**src/rtl/mul_pkg.sv**
```systemverilog
// Shared types and parameter defaults for the pipelined multiplier.
package mul_pkg;

  localparam int unsigned XLEN_DEF   = 32;
  localparam int unsigned STAGES_DEF = 3;

  // Operation encoding as seen on in_op.
  typedef enum logic [1:0] {
    MUL    = 2'd0,
    MULH   = 2'd1,
    MULHSU = 2'd2,
    MULHU  = 2'd3
  } mul_op_t;

endpackage

```
**src/rtl/mul_pipe_reg.sv**
```systemverilog
// One pipeline stage: a valid bit plus its data word, advancing on en.
module mul_pipe_reg #(
  parameter int unsigned W = 32
) (
  input  logic         clock,
  input  logic         reset,
  input  logic         en,
  input  logic         flush,
  input  logic         in_valid,
  input  logic [W-1:0] in_data,
  output logic         out_valid,
  output logic [W-1:0] out_data
);

  // Valid bit: flush wins over stall so in-flight work dies at the next edge.
  always_ff @(posedge clock or posedge reset) begin
    if (reset) begin
      out_valid <= 1'b0;
    end else if (flush) begin
      out_valid <= 1'b0;
    end else if (en) begin
      out_valid <= in_valid;
    end
  end

  // Data word: plain enabled register so synthesis is free to retime it.
  always_ff @(posedge clock or posedge reset) begin
    if (reset) begin
      out_data <= '0;
    end else if (en) begin
      out_data <= in_data;
    end
  end

endmodule

```
**src/rtl/mul_pipe.sv**
```systemverilog
// Pipelined integer multiplier (MUL/MULH/MULHSU/MULHU) with valid/ready flow
// control, flush and a configurable number of register stages.
module mul_pipe
  import mul_pkg::*;
#(
  parameter int unsigned XLEN   = XLEN_DEF,
  parameter int unsigned STAGES = STAGES_DEF
) (
  input  logic            clock,
  input  logic            reset,
  input  logic            flush,
  input  logic            in_valid,
  output logic            in_ready,
  input  logic [1:0]      in_op,
  input  logic [XLEN-1:0] in_a,
  input  logic [XLEN-1:0] in_b,
  output logic            out_valid,
  input  logic            out_ready,
  output logic [XLEN-1:0] out_res,
  output logic            busy
);

  localparam int unsigned PW = 2 * XLEN;

  mul_op_t         op;
  logic            a_sx;
  logic            b_sx;
  logic [PW-1:0]   a_wide;
  logic [PW-1:0]   b_wide;
  logic [PW-1:0]   product;
  logic [XLEN-1:0] sel;
  logic            stall;
  logic            en;
  logic            accept;

  logic [STAGES-1:0] vq;
  logic [XLEN-1:0]   dq [STAGES];

  // Decode the operation into per-operand sign-extension bits.
  always_comb begin
    op   = mul_op_t'(in_op);
    a_sx = 1'b0;
    b_sx = 1'b0;
    case (op)
      MULH: begin
        a_sx = in_a[XLEN-1];
        b_sx = in_b[XLEN-1];
      end
      MULHSU: a_sx = in_a[XLEN-1];
      default: ;
    endcase
  end

  // Full-width multiply ahead of stage 1; the low 2*XLEN bits of the
  // extended product equal the signed product of the (XLEN+1)-bit operands.
  always_comb begin
    a_wide  = {{XLEN{a_sx}}, in_a};
    b_wide  = {{XLEN{b_sx}}, in_b};
    product = a_wide * b_wide;
    sel     = (op == MUL) ? product[XLEN-1:0] : product[PW-1:XLEN];
  end

  // Global flow control: the whole pipe moves together unless the tail is blocked.
  always_comb begin
    stall    = vq[STAGES-1] & ~out_ready;
    en       = ~stall;
    in_ready = ~stall;
    accept   = in_valid & in_ready;
  end

  // Stage chain: stage 1 captures the selected half, later stages just shift.
  for (genvar i = 0; i < STAGES; i++) begin : g_stage
    if (i == 0) begin : g_first
      mul_pipe_reg #(.W(XLEN)) u_reg (
        .clock     (clock),
        .reset     (reset),
        .en        (en),
        .flush     (flush),
        .in_valid  (accept),
        .in_data   (sel),
        .out_valid (vq[i]),
        .out_data  (dq[i])
      );
    end else begin : g_next
      mul_pipe_reg #(.W(XLEN)) u_reg (
        .clock     (clock),
        .reset     (reset),
        .en        (en),
        .flush     (flush),
        .in_valid  (vq[i-1]),
        .in_data   (dq[i-1]),
        .out_valid (vq[i]),
        .out_data  (dq[i])
      );
    end
  end

  // Output view of the tail stage and occupancy.
  always_comb begin
    out_valid = vq[STAGES-1];
    out_res   = dq[STAGES-1];
    busy      = |vq;
  end

endmodule

```
**config.mk**
```make
export PLATFORM = sky130hd
export DESIGN_NAME = mul_pipe
export DESIGN_NICKNAME = d
export VERILOG_FILES = /design/src/rtl/mul_pkg.sv /design/src/rtl/mul_pipe_reg.sv /design/src/rtl/mul_pipe.sv
export SDC_FILE = /design/constraint.sdc
export NUM_CORES = 2
export LEC_CHECK = 0
export CORE_ASPECT_RATIO = 0.5
export CORE_MARGIN = 4
export CORE_UTILIZATION = 60
export DETAILED_ROUTE_END_ITERATION = 7
export GPL_ROUTABILITY_DRIVEN = 0
export HOLD_SLACK_MARGIN = 0.08
export PLACE_DENSITY = 0.81
export SYNTH_ARGS = -nofsm -noshare
export SYNTH_HDL_FRONTEND = slang
export SYNTH_SLANG_ARGS = --single-unit
```
**constraint.sdc**
```tcl
create_clock -name clock -period 2.9 [get_ports clock]
set_input_delay 0.58 -clock clock [delete_from_list [all_inputs] [get_ports clock]]
set_output_delay 0.58 -clock clock [all_outputs]
set_load 0.1 [all_outputs]
```
==> results of run 1 <==
-- metal layers --
metal,overflow,global-route usage
met2,33,0.8029
met3,5,0.6934
met4,29,0.6215
met1,4,0.6871
met5,0,0.5498
-- through the flow --
step	hold slack (ps)	utilization	TNS, ps
detailed placement	456.7	0.6951	-176120
global placement	448.7	0.6951	-172140
CTS	466.0	0.7449	-144270
floorplan	438.6	-	-140140
-- kinds of logic after synthesis --
logic type / share of synthesized area
xor+xnor: 0.01497
mux: 0.0007129
fa+ha+maj: 0.5982
flops: 0.05881
simple gates: 0.1528
compound gates: 0.03980
buf+inv: 0.1347
-- repair_timing --
item | in CTS
cloned | 23
resized for setup | 551
setup buffers | 124
endpoints found under the setup margin | 32
hold buffers | 0
pin swaps | 226
==> impl_metrics.yaml, run 1 <==
outcome:
  status: "aborted with a tool error"
  haltStage: "5_1_grt"
  first-error: "[ERROR GRT-0232] Routing congestion too high. Check the congestion heatmap in the GUI."
yosys:
  yosysMostFrequentCell: "inv_1"
  ys_top_cells_by_area: "fa_1, inv_1, nand2_1"
  synth_top_area_share: 0.5347
  synth_edf_count: 0
  ys_seq_elements: 99
  netlist_instances: 4733
  ys_types: 60
  synthFlopType: "dfrtp_1"
  netlist_area_sq_um: 42120
  syn_area_per_cell_sq_um: 8.900
  seq_area_frac_synth: 0.05881
  yosysWarnings: 0
  yosys.area.top_type: "fa_1"
  synthTopCellsByCount: "inv_1, fa_1, nand2_1"
  synth-async-reset-ratio: 1.000
  syn-num-nets: 6143
clock_tree:
  cts-root-buf: "clkbuf_16"
  h-tree-depth: 3
  clkSinkCount: 99
  cts_buffer_depth: 2
  cts_made_buffers: 9
placement:
  port_buffers: 105
  dpl.hpwl_um: 102300
  post_dp_cell_area_sq_um: 48140
  place_ws_ps: -5797
  dp_cells: 6013
floorplanning:
  io_pins: 106
  die_height_um: 195.4
  die_w_um: 382.7
  rows: 68
  start_util: 0.6082
global_routing:
  grt_overflow: 71
  grt_max_degree: 100
  grt_use_total: 0.7088
  antenna_found_initial: 33
sta:
  worst_endpoint_kind: "register data pin"
  worst_endpoint: "g_stage[0].g_first.u_reg.out_data[17]$_DFFE_PP0N_/D"
==> run 2: changes to the inputs <==
--- a/config.mk
+++ b/config.mk
@@ -5,13 +5,11 @@
 export SDC_FILE = /design/constraint.sdc
 export NUM_CORES = 2
 export LEC_CHECK = 0
-export CORE_ASPECT_RATIO = 0.5
 export CORE_MARGIN = 4
-export CORE_UTILIZATION = 60
+export CORE_UTILIZATION = 40
 export DETAILED_ROUTE_END_ITERATION = 7
 export GPL_ROUTABILITY_DRIVEN = 0
-export HOLD_SLACK_MARGIN = 0.08
-export PLACE_DENSITY = 0.81
+export PLACE_DENSITY_LB_ADDON = 0.15
 export SYNTH_ARGS = -nofsm -noshare
 export SYNTH_HDL_FRONTEND = slang
 export SYNTH_SLANG_ARGS = --single-unit
==> constraint.sdc (replaced) <==
create_clock -name clock -period 3.75 [get_ports clock]
set_input_delay 0.75 -clock clock [delete_from_list [all_inputs] [get_ports clock]]
set_output_delay 0.75 -clock clock [all_outputs]
set_load 0.1 [all_outputs]
==> run 2 against run 1 <==
Against the previous run:
- the flow now finishes, with violations (setup timing)
- area after synthesis stayed put
- synthesized cell count stayed put
==> impl_metrics.yaml, run 2 <==
outcome:
  status: "finished with violations"
  failed_checks: "setup timing"
floorplanning:
  fp.dieArea_sq_um: 110600
  rows: 118
  die_w_um: 332.5
  die_height_um: 332.5
  start_util: 0.4047
  io_pins: 106
  coreArea_sq_um: 104100
placement:
  dp_cells: 6474
  dpl.hpwl_um: 105900
  port_buffers: 105
route:
  routedWlPerCell_um: 19.59
  totalWireLength_um: 131000
  ant_nets: 0
  drc: 0
  avgViaCountPerCell: 4.817
  dr.first_iter.drc_count: 1704
  num_vias: 32220
  firstDrtPassIters: 6
cells_and_area:
  drive_above_1_share: 0.2321
  layout.nets: 6714
  regMostFlops: "g_stage.g_next.u_reg.out_data"
  syn_to_final_growth_pct: 28.09
  final_cells: 6690
  largest_reg_flops: 64
  utilization: 0.5184
  nFillCells: 9737
  reg.largest.list: "g_stage.g_next.u_reg.out_data x64, g_stage.g_first.u_reg.out_data x32, g_stage.g_next.u_reg.out_valid x2"
  most-common-layout-cells: "inv_1, fa_1, nand2_1"
  final_common_cell: "inv_1"
sta:
  setup_viol: 32
  clock.fmax_ghz: 0.1281
  rsz0062_at_grt: "yes"
  relSlewSlack: 0.3375
  layout_setup_ws_ps: -4055
  slew_viol_final: 0
  setup_tns_ps: -121620
  worst_pin_slew_ps: 990.7
  clock_skew_ps: 15.25
  min_period_over_period: 2.081
  finalHoldViolations: 0
  post-route-min-period_ps: 7805
critical_path:
  worstPathArrival_ps: 8050
  crit_path_end_kind: "flop"
  crit_path_start_kind: "input pin"
  required_ps: 3990
  critPathMaxFanout: 4
  criticalPathCategory: "input pin to flop"
  r2r_cells: 7
global_routing:
  grt_pass1_wl_um: 208000
  antenna_found_initial: 3
  grt_use_total: 0.2429
  grt_overflow: 0
  grt_max_degree: 84
  grt_pass1_vias: 35640
yosys:
  ys_types: 60
  synthTopCellsByCount: "inv_1, fa_1, nand2_1"
  synth-async-reset-ratio: 1.000
  yosysWarnings: 0
  yosysMostFrequentCell: "inv_1"
  syn_area_per_cell_sq_um: 8.900
  netlist_area_sq_um: 42120
  netlist_instances: 4733
  synth_edf_count: 0
  ys_top_cells_by_area: "fa_1, inv_1, nand2_1"
  synthFlopType: "dfrtp_1"
  seq_area_frac_synth: 0.05881
  yosys.area.top_type: "fa_1"
  syn-num-nets: 6143
  synth_top_area_share: 0.5347
  ys_seq_elements: 99
run:
  cap_viol_max_count: 0
clock_tree:
  cts-root-buf: "clkbuf_16"
  clkTransAtPathRegs_ps: 80
  cts_hold_buf: 0
  insertion_delay_ps: 360
  cts_buffer_depth: 2
  clkSinkCount: 99
  cts_tree: "yes"
  cts_made_buffers: 9
  h-tree-depth: 3
worst_hold_path:
  whs_path_depth: 2
  hold_path_class: "flop to flop"
-- run 2: cell counts after synthesis --
No cell type changed its count.
-- run 2: final timing paths --
path	from	slack [ps]	endpoint
worst max register to register	g_stage[2].g_next.u_reg.out_valid$_DFFE_PP0P_	1910	g_stage[0].g_first.u_reg.out_data[17]$_DFFE_PP0N_
worst min-delay path	g_stage[2].g_next.u_reg.out_data[17]$_DFFE_PP0N_	470	g_stage[2].g_next.u_reg.out_data[17]$_DFFE_PP0N_
worst max-delay path	in_op[1]	-4060	g_stage[0].g_first.u_reg.out_data[29]$_DFFE_PP0N_
worst min register to register	g_stage[2].g_next.u_reg.out_data[17]$_DFFE_PP0N_	470	g_stage[2].g_next.u_reg.out_data[17]$_DFFE_PP0N_
max in group asynchronous	reset	2240	g_stage[0].g_first.u_reg.out_data[14]$_DFFE_PP0N_
min in group asynchronous	reset	790	g_stage[2].g_next.u_reg.out_data[15]$_DFFE_PP0N_
-- run 2: critical path, stage by stage --
cell,delay (ps)
buf_12,90
inv_12,30
ha_4,270
buf_6,130
and3_4,180
fa_2,610
fa_1,470
fa_2,610
clkinvlp_4,150
buf_6,160
buf_6,110
fa_1,490
inv_1,60
fa_1,480
fa_1,540
inv_1,50
fa_2,420
fa_1,510
inv_2,50
ha_4,280
nand2_4,40
or4_4,570
nor3_4,230
a211oi_4,110
o31ai_4,200
and3_4,240
o211ai_1,70
nor3b_2,150
-- run 2: through the flow --
stage                     worst slack, ps  hold WS (ps)  area (sq um)
after floorplan                     -4293         438.6         42770
after global placement              -5055         450.4         49270
after detailed placement            -5139         456.1         49270
after CTS                           -4101         472.0         53350
after global routing                -4277         486.2         53950
final                               -4055         467.3         53950
-- run 2: layout make-up --
| class | instances | area, sq um | share of cell area |
|---|---|---|---|
| multi-input cells | 3159 | 36040 | 0.6680 |
| repair buffers | 839 | 8904 | 0.1650 |
| inverters | 1196 | 4519 | 0.08376 |
| flip-flops and latches | 99 | 2477 | 0.04592 |
| well taps | 1380 | 1727 | 0.03200 |
| clock buffers | 9 | 225.2 | 0.004174 |
| clock inverters | 7 | 57.56 | 0.001067 |
| diodes | 1 | 2.502 | 0.00004638 |
-- run 2: metal layers --
layer / vias up / part of all wire / wire, um / GRT usage
met5: - / 0 / 0 / 0
met1: 16730 / 0.43 / 56270 / 0.3305
met4: 0 / 0.032 / 4215 / 0.06124
met2: 732 / 0.47 / 61690 / 0.3954
met3: 146 / 0.068 / 8867 / 0.05561
li1: 14620 / - / - / -
-- run 2: timing repair --
action,4_1_cts,5_1_grt
resized for setup,662,163
pin swaps,319,159
endpoints found under the setup margin,32,32
cloned,23,1
buffers inserted,182,15
-- run 2: kinds of logic after synthesis --
| kind of cell | share of synthesized area |
|---|---|
| XOR/XNOR | 0.01497 |
| AND/OR/NAND/NOR | 0.1528 |
| adder cells (fa/ha/maj) | 0.5982 |
| multiplexers | 0.0007129 |
| flip-flops | 0.05881 |
| buffers and inverters | 0.1347 |
| AO/OA/AOI/OAI | 0.03980 |
Power of run 2 is left out: the tool's default activity adds up to more than one toggle a clock period on the data nets, which glitch-free logic cannot reach.
